File: src/rtl/conv_buf_pkg.sv
// conv_buf_pkg: shared definitions for the convolution window buffer.
// Holds the derived-width helpers, the controller operation encoding and the
// element packing function used by the window generator, buffer and PE array.
package conv_buf_pkg;

  // One controller action per clock; flush dominates push/pop.
  typedef enum logic [2:0] {
    OP_IDLE,
    OP_PUSH,
    OP_POP,
    OP_BOTH,
    OP_FLUSH
  } buf_op_e;

  // Flattened window width: K*K*CHANNELS elements of DW bits.
  function automatic int unsigned calc_win_w(input int unsigned k,
                                             input int unsigned channels,
                                             input int unsigned dw);
    return k * k * channels * dw;
  endfunction

  // Occupancy count width able to hold 0..depth.
  function automatic int unsigned calc_cnt_w(input int unsigned depth);
    return $clog2(depth + 1);
  endfunction

  // Bit offset of element (r,c,ch) inside a flattened window.
  function automatic int unsigned elem_off(input int unsigned r,
                                           input int unsigned c,
                                           input int unsigned ch,
                                           input int unsigned k        = 3,
                                           input int unsigned channels = 1,
                                           input int unsigned dw       = 8);
    return ((r * k + c) * channels + ch) * dw;
  endfunction

endpackage

File: src/rtl/conv_buf_ctrl.sv
// conv_buf_ctrl: pointer/count controller for the window FIFO.
// Ports:
//   clk, rst (async, active-low), flush (sync clear)
//   in_valid/in_ready   upstream handshake
//   out_valid/out_ready downstream handshake
//   count               windows held, 0..DEPTH
//   wr_en, wr_idx       slot write strobe and index
//   rd_idx              slot index of the head window
module conv_buf_ctrl
  import conv_buf_pkg::*;
#(
  parameter int unsigned DEPTH = 2,
  parameter int unsigned CNT_W = calc_cnt_w(DEPTH),
  parameter int unsigned PTR_W = $clog2(DEPTH)
) (
  input  logic             clk,
  input  logic             rst,
  input  logic             flush,
  input  logic             in_valid,
  output logic             in_ready,
  output logic             out_valid,
  input  logic             out_ready,
  output logic [CNT_W-1:0] count,
  output logic             wr_en,
  output logic [PTR_W-1:0] wr_idx,
  output logic [PTR_W-1:0] rd_idx
);

  logic [PTR_W-1:0] r_wr_ptr;
  logic [PTR_W-1:0] r_rd_ptr;
  logic [CNT_W-1:0] r_count;
  buf_op_e          w_op;
  logic             w_push;
  logic             w_pop;

  // Explicit wrap so DEPTH need not be a power of two.
  function automatic logic [PTR_W-1:0] ptr_inc(input logic [PTR_W-1:0] p);
    return (p == PTR_W'(DEPTH - 1)) ? '0 : p + 1'b1;
  endfunction

  // Ready/valid decode from registered count only: no out_ready->in_ready path.
  assign in_ready  = (r_count != CNT_W'(DEPTH));
  assign out_valid = (r_count != '0);

  always_comb begin
    w_op   = OP_IDLE;
    w_push = in_valid && in_ready;
    w_pop  = out_valid && out_ready;
    if (flush)               w_op = OP_FLUSH;
    else if (w_push && w_pop) w_op = OP_BOTH;
    else if (w_push)         w_op = OP_PUSH;
    else if (w_pop)          w_op = OP_POP;
  end

  always_ff @(posedge clk or negedge rst) begin
    if (!rst) begin
      r_wr_ptr <= '0;
      r_rd_ptr <= '0;
      r_count  <= '0;
    end else begin
      case (w_op)
        OP_FLUSH: begin
          r_wr_ptr <= '0;
          r_rd_ptr <= '0;
          r_count  <= '0;
        end
        OP_PUSH: begin
          r_wr_ptr <= ptr_inc(r_wr_ptr);
          r_count  <= r_count + 1'b1;
        end
        OP_POP: begin
          r_rd_ptr <= ptr_inc(r_rd_ptr);
          r_count  <= r_count - 1'b1;
        end
        OP_BOTH: begin
          r_wr_ptr <= ptr_inc(r_wr_ptr);
          r_rd_ptr <= ptr_inc(r_rd_ptr);
        end
        default: ;
      endcase
    end
  end

  // A flushed push is dropped, so the slot is never written for it.
  assign wr_en  = (w_op == OP_PUSH) || (w_op == OP_BOTH);
  assign wr_idx = r_wr_ptr;
  assign rd_idx = r_rd_ptr;
  assign count  = r_count;

endmodule

File: src/rtl/conv_window_buffer.sv
// conv_window_buffer: DEPTH-entry show-ahead FIFO of K x K x CHANNELS windows
// between the window generator and the convolution PE array.
// Ports:
//   clk, rst (async, active-low), flush (sync clear of queued windows)
//   in_valid/in_ready/in_data/in_last       upstream window stream
//   out_valid/out_ready/out_data/out_last   head window to the PE array
//   count                                   windows held, 0..DEPTH
// WIN_W and CNT_W are derived; leave them at their defaults.
module conv_window_buffer
  import conv_buf_pkg::*;
#(
  parameter int unsigned DATA_WIDTH = 8,
  parameter int unsigned K          = 3,
  parameter int unsigned CHANNELS   = 1,
  parameter int unsigned DEPTH      = 2,
  parameter int unsigned WIN_W      = calc_win_w(K, CHANNELS, DATA_WIDTH),
  parameter int unsigned CNT_W      = calc_cnt_w(DEPTH)
) (
  input  logic             clk,
  input  logic             rst,
  input  logic             flush,
  input  logic             in_valid,
  output logic             in_ready,
  input  logic [WIN_W-1:0] in_data,
  input  logic             in_last,
  output logic             out_valid,
  input  logic             out_ready,
  output logic [WIN_W-1:0] out_data,
  output logic             out_last,
  output logic [CNT_W-1:0] count
);

  localparam int unsigned PTR_W = $clog2(DEPTH);

  logic [WIN_W-1:0] r_slot_data [DEPTH];
  logic [DEPTH-1:0] r_slot_last;
  logic             w_wr_en;
  logic [PTR_W-1:0] w_wr_idx;
  logic [PTR_W-1:0] w_rd_idx;

  conv_buf_ctrl #(
    .DEPTH (DEPTH),
    .CNT_W (CNT_W),
    .PTR_W (PTR_W)
  ) u_ctrl (
    .clk       (clk),
    .rst       (rst),
    .flush     (flush),
    .in_valid  (in_valid),
    .in_ready  (in_ready),
    .out_valid (out_valid),
    .out_ready (out_ready),
    .count     (count),
    .wr_en     (w_wr_en),
    .wr_idx    (w_wr_idx),
    .rd_idx    (w_rd_idx)
  );

  // Flush leaves slot contents alone; only reset clears them.
  always_ff @(posedge clk or negedge rst) begin
    if (!rst) begin
      for (int unsigned i = 0; i < DEPTH; i++) r_slot_data[i] <= '0;
      r_slot_last <= '0;
    end else if (w_wr_en) begin
      r_slot_data[w_wr_idx] <= in_data;
      r_slot_last[w_wr_idx] <= in_last;
    end
  end

  // Show-ahead: head slot driven straight from the storage flops.
  assign out_data = r_slot_data[w_rd_idx];
  assign out_last = r_slot_last[w_rd_idx];

endmodule
File: config.mk
export PLATFORM = sky130hd
export DESIGN_NAME = conv_window_buffer
export DESIGN_NICKNAME = d
export VERILOG_FILES = /design/src/rtl/conv_buf_pkg.sv /design/src/rtl/conv_buf_ctrl.sv /design/src/rtl/conv_window_buffer.sv
export SDC_FILE = /design/constraint.sdc
export NUM_CORES = 1
export LEC_CHECK = 0
export CELL_PAD_IN_SITES_DETAIL_PLACEMENT = 0
export CELL_PAD_IN_SITES_GLOBAL_PLACEMENT = 2
export CORE_MARGIN = 3
export CORE_UTILIZATION = 35
export CTS_CLUSTER_SIZE = 10
export DETAILED_ROUTE_END_ITERATION = 8
export PLACE_DENSITY_LB_ADDON = 0.3
export REMOVE_ABC_BUFFERS = 1
export SYNTH_ARGS = -nofsm -noshare
export SYNTH_HDL_FRONTEND = slang
export SYNTH_SLANG_ARGS = --single-unit
File: constraint.sdc
create_clock -name clk -period 2.5 [get_ports clk]
set_clock_uncertainty 0.1 [all_clocks]
set_input_delay 0.5 -clock clk [delete_from_list [all_inputs] [get_ports clk]]
set_output_delay 0.5 -clock clk [all_outputs]
set_load 0.05 [all_outputs]
==> results of run 1 <==
## per-stage QoR
step                util [%]  instances  TNS, ns  area (um^2)
floorplan                  -        390  -365.13         6560
global placement        45.9        789        0         8450
detailed placement      45.9        789        0         8450
CTS                     49.4        821        0         9090
global route            49.4        821        0         9090
finish                  49.4        821        0         9090
## cells by family after synthesis
family	after synthesis	synth area share [%]
multiplexers	220	39.7
flip-flops	150	56.0
buffers and inverters	25	2.33
AND/OR/NAND/NOR	9	1.16
AO/OA/AOI/OAI	8	0.672
XOR/XNOR	1	0.131
## worst max-delay path, delay by kind of cell, from the launching register on
kind                   cells  cell delay, ns
multiplexers               1            0.39
buffers and inverters      2            0.45
flip-flops                 1            0.44
## flip-flops by register name (all words and copies together), names as in the netlist
name           cells
u_ctrl.rd_idx      1
u_ctrl.count       2
r_slot_last        2
r_slot_data      144
u_ctrl.wr_idx      1
## power breakdown
group	total (W)	internal, W	switching (W)
registers	0.00331	0.00303	0.000287
logic	0.00303	0.00135	0.00168
clock network	0.00274	0.00179	0.000959
## routing by layer
metal	vias to the layer above	global-route usage, %	share of wire, %
li1	1814	-	-
met5	-	0	0.088
met3	7	6.88	8.1
met1	2034	17.3	42
met2	109	23.8	49
met4	2	4.32	0.67
## repair_timing
action                     4_1_cts  5_1_grt
buffers inserted                 0        0
resized for setup                1        0
hold buffers                     1        0
setup endpoints to repair        1        0
hold endpoints to repair        20        0
## worst max path at each step
stage | from | to | depth (start not counted)
floorplan | u_ctrl.count[0]$_DFFE_PN0P_ | r_slot_data[113]$_DFFE_PN0P_ | 3
global placement | in_valid | r_slot_data[103]$_DFFE_PN0P_ | 6
detailed placement | flush | r_slot_data[103]$_DFFE_PN0P_ | 5
CTS | u_ctrl.rd_idx$_DFFE_PN0P_ | out_data[29] | 3
global route | u_ctrl.rd_idx$_DFFE_PN0P_ | out_data[37] | 3
finish | u_ctrl.rd_idx$_DFFE_PN0P_ | out_data[17] | 3
## cell usage in the layout (no fill, tap or decap), drive strengths merged, types with 2 or more instances in the layout
cell and instances:
o21ai 2, a21oi 4, buf 91, bufinv 5, clkdlybuf4s50 78, clkbuf 21, mux2 219, inv 2
or2 2, dfrtp 150, clkinv 4
## area by class of cell
type / instances / area [um^2]
Tap cell: 229 / 287
Sequential cell: 150 / 3760
Multi-Input combinational cell: 238 / 2800
Inverter: 2 / 7.51
Clock buffer: 21 / 450
Timing Repair Buffer: 171 / 1610
Clock inverter: 10 / 178
Fill cell: 1577 / 9310
==> flow_metrics.py, run 1 <==
metrics = {
    "yosys": {
        "synth_seq_cells": 150,
        "syn-cell-area_um2": 6710,
        "synth_top_cell_area_share_pct": 56.0,
        "synth_edf_count": 0,
        "synth_cells": 413,
        "ys_seq_area_share_pct": 56.0,
        "synth_common_cells": "165 x mux2_2, 150 x dfrtp_1, 50 x mux2_4",
        "synthTopCellsByArea": "dfrtp_1 56%, mux2_2 28%, mux2_4 11%, buf_6 1.2%, mux2_1 0.67%",
        "yosys_warnings": 0,
        "ys_types": 23,
        "synth_most_common_cell": "mux2_2",
        "synthArstFlopShare_pct": 100,
        "synth_area_per_cell_um2": 16.2,
        "yosys.area.top_type": "dfrtp_1",
        "synthFlopType": "dfrtp_1",
    },
    "sta": {
        "tightest_slew_ns": 0.616,
        "fmax_mhz": 432,
        "slew_viol_final": 0,
        "fin_ws_ns": 0.184,
        "setup_viol": 0,
        "final_hold_viol_count": 0,
        "rsz0062_at_grt": "no",
        "holdWs_ns": 0.387,
        "min_period_ns": 2.32,
        "slew_headroom_pct": 58.9,
        "timing.final.crit_share_pct": 92.7,
    },
    "route": {
        "drtPass1Iterations": 4,
        "drt-wirelength-per-cell_um": 18.1,
        "antenna_left": 0,
        "drc": 0,
        "first_iter_violations": 130,
        "via_count": 3966,
        "vias_per_cell": 4.83,
        "wirelength_mm": 14.8,
    },
    "flow_run": {
        "maxCapViolCount": 0,
    },
    "clock_network": {
        "root_buffer": "clkbuf_16",
        "clkSinkCount": 150,
        "clk_path_buf_depth": 2,
        "path_clk_slew_ns": 0.06,
        "htreeDepth": 4,
        "clock_latency_ns": 0.41,
        "cts_buffers": 17,
        "cts_tree": "done",
    },
    "worst_hold_path": {
        "hold_depth": 1,
        "whs_endpoint": "r_slot_data[137]$_DFFE_PN0P_",
        "holdCritStartpoint": "r_slot_data[137]$_DFFE_PN0P_",
        "hp-class": "flip-flop to flip-flop",
    },
    "global_routing": {
        "grt_remaining_overflow": 0,
        "antenna_found_initial": 1,
        "grt_use_total_pct": 14.6,
        "grt_pass1_wl_mm": 23.4,
        "grt_max_degree": 64,
        "grt_pass1_vias": 4423,
    },
    "floorplanning": {
        "fp.dieW_um": 144,
        "start_util_pct": 36.5,
        "die_area_um2": 20900,
        "core_area_um2": 18400,
        "pin_count": 155,
        "fp-row-count": 49,
        "dieHeight_um": 144,
    },
    "power_and_ir_drop": {
        "power_w": 0.00909,
        "p_leak_nw": 4.00,
        "power_density_nw_per_um2": 1000,
        "irDropWorstVdd_mv": 0.470,
    },
    "place": {
        "port_buffers": 154,
        "post-dp-hpwl_mm": 9.92,
        "dp_slack_ns": 0.0970,
        "gp_congestion": 0.713,
    },
    "finish": {
        "area_delta_synth_final_pct": 35.5,
        "drive_above_1_share_pct": 57.6,
        "fin_nets": 658,
        "antenna_cells": 0,
    },
    "critical_path": {
        "critical-path-slowest-cell": "dfrtp_4",
        "startpoint_type": "flip-flop",
        "crit_fanout": 41,
        "cp.required_ns": 1.90,
        "cpPeakStageDelay_ns": 0.44,
        "r2r-start": "u_ctrl.count[0]$_DFFE_PN0P_",
        "reg2reg_to": "r_slot_data[22]$_DFFE_PN0P_",
        "rrSetupSlack_ns": 0.55,
        "crit_chain": "buf_12 > mux2_2 > buf_4",
        "crit_arrival_ns": 1.72,
        "endpoint_kind": "output pin",
        "reg2reg_depth": 5,
        "worstSetupPathType": "flip-flop to output pin",
    },
    "outcome": {
        "status": "complete, no violations",
    },
}
No activity file was read; power rests on OpenSTA's default activity.
==> run 2: changes to the inputs <==
Settings changed: CTS_CLUSTER_SIZE 10 to 25.
==> results of run 2 <==
The final DEF is identical to that of run 1; final timing and power are the same.
==> variant 1 (config.mk and constraints of run 2) <==
Register the output `count`, cleared by the reset; this adds one clock of latency there. The other outputs are not delayed to match. Comments in the files are not updated.
--- a/src/rtl/conv_window_buffer.sv
+++ b/src/rtl/conv_window_buffer.sv
@@ -34,2 +34,4 @@
 
+  logic [CNT_W-1:0] count_d;
+
   logic [WIN_W-1:0] r_slot_data [DEPTH];
@@ -52,3 +54,3 @@
     .out_ready (out_ready),
-    .count     (count),
+    .count     (count_d),
     .wr_en     (w_wr_en),
@@ -73,2 +75,10 @@
 
+  always_ff @(posedge clk or negedge rst) begin
+    if (!rst) begin
+      count <= '0;
+    end else begin
+      count <= count_d;
+    end
+  end
+
 endmodule
Check against the original RTL: not equivalent (Yosys sat finds a counterexample within 4 cycles, from zero or initial values and one cycle with rst low).
==> variant 1 against run 2 <==
- power fell by 1.6%
- synthesized cell count rose by 0.48%
- final area rose by 1.2%
- critical path type unchanged
- wire length is 2.3% lower
- register-to-register slack got worse by 0.07 ns
- synthesized area increased by 0.75%
- setup slack got worse by 0.095 ns
- core utilization shrank 0.58 points
- first-iteration DRC count increased by 19%
- largest power group unchanged
- sequential cell count rose by 2
- critical endpoint is now out_data[33]
- combinational power barely moved
==> variant 1: results (changes against run 2) <==
Route
  • Top Metal Used: met4 (was met5)
  • Met2 wire len: 6753 µm (was 7235 µm)
  • Met3 wire len: 868 µm (was 1202 µm)
  • Met1 wire length: 6597 µm (was 6277 µm)
  • Per-cell routed wire length: 16.85 µm (was 18.06 µm)
  • Vias per inst: 4.645 (was 4.831)
  • 1st-iter DRT viols: 155 (was 130)

Placement
  • RD Place Congestion: 0.7229 (was 0.7130)
  • Detailed placement HPWL: 9989 µm (was 9922 µm)
  • Post-DP Area: 0.008588 mm² (was 0.008449 mm²)
  • Setup WS pre-CTS: 0.1021 ns (was 0.09701 ns)
  • Placed Cells: 827 (was 789)

Cells and area
  • FILL cells: 1,631 (was 1,577)
  • Share of cells above drive strength 1: 58.17% (was 57.60%)
  • Final nets: 665 (was 658)
  • Non-Filler Instances: 860 (was 821)
  • Buffering overhead: 18.07% (was 17.74%)
  • Number of non-clock buffers: 176 (was 171)
  • Reg area: 0.003807 mm² (was 0.003757 mm²)
  • Layout area overhead: 36.10% (was 35.51%)
  • Seq Cell Count: 152 (was 150)
  • Multi-input gate share of total cell area: 30.40% (was 30.76%)

Logic synthesis
  • Largest cells by area after synthesis: dfrtp_1 56%, mux2_2 28%, mux2_4 11% (unchanged)
  • Synthesized area per cell: 16.28 µm² (was 16.24 µm²)
  • Mux share of post-synthesis cell area: 39.43% (was 39.73%)
  • Commonest cells post-synth: 165 x mux2_2, 152 x dfrtp_1, 50 x mux2_4 (was 165 x mux2_2, 150 x dfrtp_1, 50 x mux2_4)
  • Post-Synth XOR/XNOR Area: 0.1297% (was 0.1306%)

Global route
  • GRT met1 Usage: 18.66% (was 17.25%)
  • GRT Total Usage: 14.25% (was 14.60%)
  • Pin count of the biggest net entering global routing: 66 (was 64)
  • First-pass GRT wire length: 24,160 µm (was 23,370 µm)
  • Met3 Use GR: 4.528% (was 6.878%)
  • Vias in the first global route: 4,530 (was 4,423)
  • GR Util met2: 22.37% (was 23.82%)

Setup path
  • WP data arrival: 1.81 ns (was 1.72 ns)
  • Reg-to-reg critical path endpoint: r_slot_data[61] (was r_slot_data[22])
  • Critical Path Fanout Max: 42 (was 41)
  • Slowest Stage Delay on Critical Path: 0.52 ns (was 0.44 ns)

STA
  • Worst-Margin Slew: 0.6263 ns (was 0.6162 ns)
  • Final hold slack: 0.3817 ns (was 0.3867 ns)

Hold path
  • Hold Startpoint: r_slot_data[121] (was r_slot_data[137])

Power and ir drop
  • Net Sw Frac: 33.42% (was 32.23%)
  • Static Leak: 4.028 nW (was 3.996 nW)
  • Peak supply drop: 0.4505 mV (was 0.4702 mV)
  • Switching power total: 2.987 mW (was 2.929 mW)
  • Sequential power share: 37.5% (was 36.4%)

Clock tree
  • Deepest clock path buffer count: 2 (unchanged)

Outcome
  • Status: completed (unchanged)
==> variant 1: cell types whose count changed in the layout (fill, tap and decap cells not counted) <==
cell	run 2	this run
buf_4	80	84
inv_6	0	4
bufinv_16	5	2
clkinv_2	4	1
clkbuf_1	3	1
clkinv_4	0	2
clkinvlp_4	1	3
dfrtp_1	149	151
buf_12	10	11
clkbuf_8	1	2
==> variant 1: timing repair <==
action,in CTS,in global routing
endpoints found under the hold margin,16,0
resized for setup,1,0
endpoints found under the setup margin,1,0
hold buffers,1,0
==> variant 1: how the worst max path moves through the flow <==
stage,from,end,slack [ns],cells after the start
global placement,in_valid,r_slot_data[123],0.15,6
detailed placement,in_valid,r_slot_data[139],0.10,6
global route,u_ctrl.rd_idx,out_data[33],0.02,3
finish,u_ctrl.rd_idx,out_data[33],0.09,3
floorplan,u_ctrl.count[0],r_slot_data[114],-2.07,3
CTS,u_ctrl.rd_idx,out_data[35],0.06,3
==> variant 2 (config.mk and constraints of run 2) <==
Without the edit above. The parameter `K` goes from 3 to 6.
--- a/src/rtl/conv_window_buffer.sv
+++ b/src/rtl/conv_window_buffer.sv
@@ -12,3 +12,3 @@
   parameter int unsigned DATA_WIDTH = 8,
-  parameter int unsigned K          = 3,
+  parameter int unsigned K          = 6,
   parameter int unsigned CHANNELS   = 1,
Ports: changed (resized in_data and out_data); port bits go from 155 to 587. The function was not compared with the original's and may differ.
==> variant 2 against run 2 <==
- the flow now finishes with violations (negative setup slack)
- first-iteration DRC count rose to 3.3 times the old value
- final area rose to 3.9 times the old value
- largest power group unchanged
- core utilization up 0.51 points
- non-clock buffer count up 540
- via count rose to 3.9 times the old value
- wire length rose to 4.8 times the old value
- worst hold slack worse by 0.030 ns
- combinational power rose to 4.1 times the old value
- sequential cell count up 432
- setup slack worse by 0.37 ns
- critical path depth up 1
- power rose to 3.9 times the old value
- synthesized area rose to 3.8 times the old value
==> variant 2: results (changes against run 2) <==
Setup path
  • WP data arrival: 2.09 ns (was 1.72 ns)
  • Reg2reg setup slack: 0.40 ns (was 0.55 ns)
  • Slowest Stage Delay on Critical Path: 0.50 ns (was 0.44 ns)

Global route
  • GRT Total Usage: 18.28% (was 14.60%)
  • First-pass GRT wire length: 105,900 µm (was 23,370 µm)
  • Pin count of the biggest net entering global routing: 83 (was 64)
  • Vias in the first global route: 17,620 (was 4,423)

Power and ir drop
  • Peak supply drop: 0.7139 mV (was 0.4702 mV)
  • Static Leak: 15.39 nW (was 3.996 nW)

Clock tree
  • Later-pin clock latency in the skew report: 0.57 ns (was 0.41 ns)
  • H-tree depth: 3 (was 4)
  • Num CTS Buffers: 66 (was 17)
  • Deepest clock path buffer count: 3 (was 2)

STA
  • Setup ws final: -0.1893 ns (was 0.1837 ns)
  • Final hold slack: 0.3571 ns (was 0.3867 ns)
  • Final setup vio count: 283 (was 0)

Route
  • 1st-iter DRT viols: 423 (was 130)
  • Per-cell routed wire length: 21.72 µm (was 18.06 µm)
  • DR vias: 15,660 (was 3,966)

Hold path
  • HP Class: input port to async pin (was flop to flop)

Placement
  • RD Place Congestion: 0.7704 (was 0.7130)
  • Port bufs: 586 (was 154)
  • Placed Cells: 3,109 (was 789)
  • Detailed placement HPWL: 51,230 µm (was 9922 µm)

Cells and area
  • Final nets: 2,543 (was 658)
  • Max reg flops: 576 (was 144)
  • Non-Filler Instances: 3,251 (was 821)
  • Share of cells above drive strength 1: 50.39% (was 57.60%)

Logic synthesis
  • Commonest cells post-synth: 634 x mux2_2, 582 x dfrtp_1, 233 x mux2_1 (was 165 x mux2_2, 150 x dfrtp_1, 50 x mux2_4)
  • Syn Inst Count: 1,566 (was 413)
  • Largest cells by area after synthesis: dfrtp_1 58%, mux2_2 28%, mux2_1 10% (was dfrtp_1 56%, mux2_2 28%, mux2_4 11%)

Outcome
  • Failing checks: negative setup slack
  • Status: finished, violations left (was completed)
## variant 2: kinds of logic (layout without fill, tap and decap cells)
group,after synthesis,in the layout,share of synthesized area [%]
simple gates,9,9,0.2429
buf+inv,98,832,3.128
compound gates,8,8,0.1785
mux,868,868,38.72
other cells,0,11,0
flops,582,582,57.70
xor+xnor,1,1,0.03470
## variant 2: worst paths after layout
path | end | cells past startpoint | from
worst min register to register | r_slot_data[325] | 1 | r_slot_data[325]
worst min-delay path | r_slot_data[422] | 2 | rst
worst max-delay path | out_data[59] | 4 | u_ctrl.rd_idx
worst max register to register | r_slot_data[228] | 6 | u_ctrl.count[1]
min in group clk | r_slot_data[325] | 1 | r_slot_data[325]
max in group asynchronous | r_slot_data[401] | 4 | rst
## variant 2: metal layers
layer	wire, µm	share of wire [%]	track usage, %	vias to the layer above
li1	-	-	-	7009
met1	26760	38	20.82	8134
met2	36450	52	32.11	367
met3	5109	7.2	5.948	132
met4	2200	3.1	6.468	14
met5	86	0.12	0	-
## variant 2: cell type report
class	count	area (µm²)
Fill cell	6119	35440
Sequential cell	582	14570
Multi-Input combinational cell	886	10150
Timing Repair Buffer	711	7153
Clock buffer	103	2044
Tap cell	940	1176
Clock inverter	16	191.4
Antenna cell	11	27.53
Inverter	2	7.507
## variant 2: timing repair
action	4_1_cts	5_1_grt
setup endpoints to repair	287	293
endpoints found under the hold margin	36	0
resized for setup	106	85
hold buffers	1	0
gates cloned	2	3
buffers inserted	2	4
pin swaps	0	0
## variant 2: worst max-delay path: cells and delay by family (launching register included)
kind / cells / cell delay (ns)
mux: 1 / 0.36
flops: 1 / 0.50
buf+inv: 3 / 0.60
## variant 2: metrics by stage
| stage | instance area, µm² | setup WS [ns] |
|---|---|---|
| floorplan | 24460 | -30.03 |
| global placement | 32130 | -0.1524 |
| detailed placement | 32130 | -0.1291 |
| CTS | 34860 | -0.3088 |
| global route | 35300 | -0.2630 |
| finish | 35310 | -0.1893 |
## variant 2: report_power, final
part / switching, mW / internal (mW)
Sequential: 1.10 / 11.8
Combinational: 7.03 / 5.29
Clock: 3.87 / 6.04
Total: 12.0 / 23.1
